[src/rtl/ui_pkg.sv]
// Shared types and widths for the UI digit scan sequencer.
package ui_pkg;

    typedef enum logic [1:0] {
        IDLE  = 2'd0,
        DWELL = 2'd1,
        BLANK = 2'd2
    } scan_state_t;

    localparam int unsigned DIGIT_W = 5;
    localparam int unsigned SLOW_W  = 32;

endpackage

[src/rtl/ui_term_counter.sv]
// Enable/clear up-counter over 0..BOUND-1 with a terminal-count flag; wraps to 0
// when enabled on the terminal count.
module ui_term_counter #(
    parameter int unsigned BOUND = 2
) (
    input  logic clock,
    input  logic reset_n,
    input  logic clear,
    input  logic enable,
    output logic term
);

    localparam int unsigned CW = (BOUND > 1) ? $clog2(BOUND) : 1;
    localparam logic [CW-1:0] TERM_VAL = CW'(BOUND - 1);

    logic [CW-1:0] count_reg;

    always_ff @(posedge clock or negedge reset_n) begin
        if (!reset_n) begin
            count_reg <= '0;
        end else if (clear) begin
            count_reg <= '0;
        end else if (enable) begin
            count_reg <= term ? '0 : count_reg + CW'(1);
        end
    end

    assign term = (count_reg == TERM_VAL);

endmodule

[src/rtl/ui_digit_scan.sv]
// Display multiplex sequencer: steps the digit index with a fixed dwell, optional
// inter-digit blanking (build with UI_SCAN_BLANK_EN), and a frame-based slow tick.
module ui_digit_scan
    import ui_pkg::*;
#(
    parameter int unsigned NUM_DIGITS      = 32,
    parameter int unsigned DWELL_CYCLES    = 1000,
    parameter int unsigned BLANK_CYCLES    = 50,
    parameter int unsigned FRAMES_PER_TICK = 64
) (
    input  logic               clock,
    input  logic               reset_n,
    input  logic               scan_enable,
    output logic [DIGIT_W-1:0] digit_in,
    output logic               scan_active,
    output logic               frame_start,
    output logic [SLOW_W-1:0]  slow_clock
);

    localparam logic [DIGIT_W-1:0] LAST_DIGIT = DIGIT_W'(NUM_DIGITS - 1);

    scan_state_t        state_reg;
    logic [DIGIT_W-1:0] digit_reg;
    logic               active_reg;
    logic               frame_start_reg;
    logic [SLOW_W-1:0]  slow_clock_reg;

    logic               in_dwell;
    logic               dwell_term;
    logic               advance;
    logic               last_digit;
    logic               frame_tick;
    logic               frame_term;
    logic [DIGIT_W-1:0] digit_next;

    assign in_dwell   = (state_reg == DWELL);
    assign last_digit = (digit_reg == LAST_DIGIT);
    assign digit_next = last_digit ? '0 : digit_reg + DIGIT_W'(1);

    ui_term_counter #(.BOUND(DWELL_CYCLES)) u_dwell (
        .clock   (clock),
        .reset_n (reset_n),
        .clear   (!scan_enable || !in_dwell),
        .enable  (in_dwell),
        .term    (dwell_term)
    );

`ifdef UI_SCAN_BLANK_EN
    logic in_blank;
    logic blank_term;

    assign in_blank = (state_reg == BLANK);

    ui_term_counter #(.BOUND(BLANK_CYCLES)) u_blank (
        .clock   (clock),
        .reset_n (reset_n),
        .clear   (!scan_enable || !in_blank),
        .enable  (in_blank),
        .term    (blank_term)
    );

    assign advance = scan_enable && in_blank && blank_term;
`else
    // Gap length only matters when blanking is built in.
    logic blank_unused;
    assign blank_unused = (BLANK_CYCLES == 0);

    assign advance = scan_enable && in_dwell && dwell_term;
`endif

    // A frame completes when the last digit hands over to digit 0.
    assign frame_tick = advance && last_digit;

    ui_term_counter #(.BOUND(FRAMES_PER_TICK)) u_frame (
        .clock   (clock),
        .reset_n (reset_n),
        .clear   (!scan_enable),
        .enable  (frame_tick),
        .term    (frame_term)
    );

    always_ff @(posedge clock or negedge reset_n) begin
        if (!reset_n) begin
            state_reg       <= IDLE;
            digit_reg       <= '0;
            active_reg      <= 1'b0;
            frame_start_reg <= 1'b0;
            slow_clock_reg  <= '0;
        end else if (!scan_enable) begin
            // Blink phase in slow_clock survives a scan stop.
            state_reg       <= IDLE;
            digit_reg       <= '0;
            active_reg      <= 1'b0;
            frame_start_reg <= 1'b0;
        end else begin
            frame_start_reg <= 1'b0;
            if (frame_tick && frame_term) begin
                slow_clock_reg <= slow_clock_reg + SLOW_W'(1);
            end
            case (state_reg)
                IDLE: begin
                    state_reg       <= DWELL;
                    digit_reg       <= '0;
                    active_reg      <= 1'b1;
                    frame_start_reg <= 1'b1;
                end
                DWELL: begin
                    if (dwell_term) begin
`ifdef UI_SCAN_BLANK_EN
                        state_reg  <= BLANK;
                        active_reg <= 1'b0;
`else
                        digit_reg       <= digit_next;
                        frame_start_reg <= last_digit;
`endif
                    end
                end
`ifdef UI_SCAN_BLANK_EN
                BLANK: begin
                    if (blank_term) begin
                        state_reg       <= DWELL;
                        active_reg      <= 1'b1;
                        digit_reg       <= digit_next;
                        frame_start_reg <= last_digit;
                    end
                end
`endif
                default: begin
                    state_reg  <= IDLE;
                    digit_reg  <= '0;
                    active_reg <= 1'b0;
                end
            endcase
        end
    end

    assign digit_in    = digit_reg;
    assign scan_active = active_reg;
    assign frame_start = frame_start_reg;
    assign slow_clock  = slow_clock_reg;

endmodule
[config.mk]
export PLATFORM = sky130hd
export DESIGN_NAME = ui_digit_scan
export DESIGN_NICKNAME = d
export VERILOG_FILES = /design/src/rtl/ui_pkg.sv /design/src/rtl/ui_term_counter.sv /design/src/rtl/ui_digit_scan.sv
export SDC_FILE = /design/constraint.sdc
export NUM_CORES = 1
export LEC_CHECK = 0
export ABC_AREA = 1
export BUFFER_PORTS_ARGS = -buffer_cell sky130_fd_sc_hd__buf_2
export CAP_MARGIN = 20
export CORE_ASPECT_RATIO = 0.6
export CORE_MARGIN = 4
export CORE_UTILIZATION = 52
export CTS_CLUSTER_DIAMETER = 80
export DETAILED_ROUTE_END_ITERATION = 10
export PLACE_DENSITY = 0.76
export SETUP_SLACK_MARGIN = 0.4
export SYNTH_ARGS = -nofsm -noshare
export SYNTH_HDL_FRONTEND = slang
export SYNTH_HIERARCHICAL = 1
export SYNTH_SLANG_ARGS = --single-unit
export TNS_END_PERCENT = 100
[constraint.sdc]
create_clock -name clock -period 1.8 [get_ports clock]
set_input_delay 0.18 -clock clock [delete_from_list [all_inputs] [get_ports clock]]
set_output_delay 0.18 -clock clock [all_outputs]
set_load 0.005 [all_outputs]
==> metrics.md <==
| Metric | Value |
|---|---|
| Clk pin slew, worst setup/hold paths | roughly 100 ps |
| Initial DRC count | 200 |
| First-pass GRT wire length | ~12 mm |
| Worst slew pin tran | 522.9 ps |
| Final period util | 1.016 |
| Min-delay worst type | in2reg |
| Max-slew headroom | 0.6501 |
| Asr flop ratio synth | 1.000 |
| Final hold viol count | 0 |
| Drt drc | 0 |
| Vias in the first global route | between 2000 and 3000 |
| Final worst-path setup slack | -28.40 ps |
| Port bufs | ~40 |
| CTS Buffer Depth | 2 |
| Die H | around 68 um |
| Routed via count | 2885 |
| Site Rows | 21 |
| Static leakage | approximately 2.1 nW |
| Top-count cell post-synth | nand2_1 |
| Die area | ~7500 um2 |
| Max reg flops | 32 |
| Flops & latches, synth | 55 |
| Flop pwr share | 0.580 |
| Cell count after synthesis | just over 400 |
| Area grow syn2layout | 27.85% |
| Pint | 0.001671 W |
| Sw frac | 0.2182 |
| Clock sink count | 55 |
| Post-synth top cells | nand2_1, inv_1, dfrtp_1, nor2_1, nand3_1 |
| Layout cell share with drive strength beyond 1 | 0.2963 |
| Maximum VDD drop | between 0.3 and 0.4 mV |
| Run status | complete, but fails checks |
| IO Pins | 42 |
| WL final | between 7 and 8 mm |
| Drt wl/cell | between 10 and 15 um |
| Grt total ovfl | 0 |
| Dominant synthesized flop cell | dfrtp_1 |
| Max-cap violations | 0 |
| Clock share of power | 0.379 |
| Cell taking the most area after synthesis | dfrtp_1 |
| GRT Overall Usage | 0.2184 |
| Failing checks | negative setup slack |
| Switch Pwr | ~0.00047 W |
| Initial antenna violation count | 0 |
| Post-detailed-route count of antenna-violating nets | 0 |
| Maximum fanout along the worst path | 7 |
| Comb pwr share | 0.040 |
| Top-area cell type share of the netlist area | 0.4339 |
| Largest net degree at the start of global routing | 23 |
| WP data required | around 2000 ps |
| Antenna Diode Count | 0 |
| Post-synthesis cell area | 3172 um2 |
| RePlAce Congestion | ~0.92 |
| Startpoint Class | flip-flop |
| Power Dens Cells | roughly 530 nW/um2 |
| CTS Buf Count | 5 |
| Worst Setup End Kind | flip-flop |
| Placed wire-length estimate | about 5.8 mm |
| Clock latency on the worst-skew pair | between 300 and 400 ps |
| Sequential element share of the synthesized area | 0.4339 |
| Core area | 5728 um2 |
| Cells taking the most area after synthesis | dfrtp_1, nand2_1, inv_1 |
| Final Slew Violations | 0 |
| Final setup viols | 4 |
| Pre-CTS WS | -114.3 ps |
| Drt via density | roughly 5 |
| Drt first pass iters | 5 |
| CTS tree | yes |
| Layout Skew | just over 10 ps |
| Post-synth EDFFs | 0 |
| Min cycle time layout | 1828 ps |
| Syn. warnings | 6 |
| H-Tree Depth | 2 |
| Final nets | between 400 and 500 |
| Starting Density | 0.5537 |
| Synth unique cells | 33 |
| Fmax | around 550 MHz |
| Crit path DAT | 2070 ps |
| Clock root buffer | clkbuf_8 |
| RSZ-0062 raised after global routing | yes |
| Worst Hold Slack | between 60 and 70 ps |
| CP Class | reg2reg |
| Chip width | about 110 um |
| Synth Net Count | 412 |
| Post-Synthesis Mean Instance Area | between 7 and 8 um2 |
[power groups by stage]
stage	logic (W)	clock network, W	registers [W]
floorplan	0.0000277	0	0.00127
global route	0.0000976	0.000886	0.00124
detailed placement	0.0000792	0	0.00127
CTS	0.0000824	0.000814	0.00124
global placement	0.0000781	0	0.00126
finish	0.0000859	0.000811	0.00124
[metrics by stage]
stage               TNS (ps)  std cells  cell area, um2  total power (W)    util
global route           -2533        566            4055         0.002225  0.7080
global placement      -20.00        545            3641         0.001343  0.6356
floorplan             -5.110        404            3191         0.001296       -
CTS                   -324.9        558            3867         0.002137  0.6752
finish                -63.76        566            4055         0.002137  0.7080
detailed placement    -585.4        545            3641         0.001344  0.6356
[timing repair]
| item | 4_1_cts | 5_1_grt |
|---|---|---|
| hold buffers | 1 | 0 |
| hold endpoints to repair | 20 | 0 |
| gates resized for setup | 25 | 35 |
| endpoints found under the setup margin | 45 | 46 |
| pin swaps | 16 | 18 |
| setup buffers | 5 | 8 |
[path summary, 6_finish.rpt]
path	start	end	slack [ps]	cells after the start
max reg2reg	u_dwell/count_reg[1]	slow_clock[9]	-30	11
min in group asynchronous	reset_n	digit_in[0]	360	2
max in group asynchronous	reset_n	slow_clock[27]	800	3
min reg2reg	slow_clock[31]	slow_clock[31]	500	2
min	scan_enable	scan_active	60	1
max	u_dwell/count_reg[1]	slow_clock[9]	-30	11
[routing by layer]
layer	track usage	vias to the layer above	part of all wire
met3	0.05023	8	0.081
met1	0.3296	1340	0.49
li1	-	1432	-
met5	0	-	0
met2	0.3192	105	0.42
met4	0.04882	0	0.0093
[area by class of cell]
cell class,instances,area [um2]
Multi-Input combinational cell,287,1722
Fill cell,448,1673
Sequential cell,55,1376
Timing Repair Buffer,77,521.8
Inverter,60,232.7
Tap cell,80,100.1
Clock buffer,6,72.57
Clock inverter,1,30.03
[kinds of logic (layout without fill, tap and decap cells)]
| family | Yosys count | after routing | synth area share |
|---|---|---|---|
| muxes | 1 | 1 | 0.003156 |
| adders and majority gates | 5 | 5 | 0.01972 |
| AOI/OAI and AO/OA | 17 | 17 | 0.03235 |
| DFF | 55 | 55 | 0.4339 |
| buffers and inverters | 62 | 144 | 0.07613 |
| xor gates and xnor gates | 23 | 23 | 0.06351 |
| and+or+nand+nor | 241 | 241 | 0.3712 |
[cell usage in the layout (no fill, tap or decap), types with 2 or more instances in the layout]
master,n
a21oi_1,4
nor2_8,2
nor3_2,3
nor2_4,13
dfrtp_1,55
clkbuf_8,5
buf_2,40
nor2_2,6
inv_4,3
o21ai_2,2
buf_4,26
ha_1,2
xnor2_1,7
nand4_1,9
nand3b_1,3
nand2_1,98
xor2_1,14
ha_2,2
nand2_4,5
o21ai_1,5
nand3_2,6
nor2_1,44
xnor2_2,2
nand3_1,31
buf_6,9
inv_1,56
nor3_1,7
nand2_2,9
[critical path: stages, from the launching register on]
cell,delay [ps]
dfrtp_1,380
ha_2,200
nand2_2,80
nor2_4,100
nand3_4,90
inv_4,80
nand2_4,60
nor2_8,120
nand2_8,110
buf_8,160
nor3_1,220
xor2_1,160
Note: power is estimated with default switching activity, not from simulation.
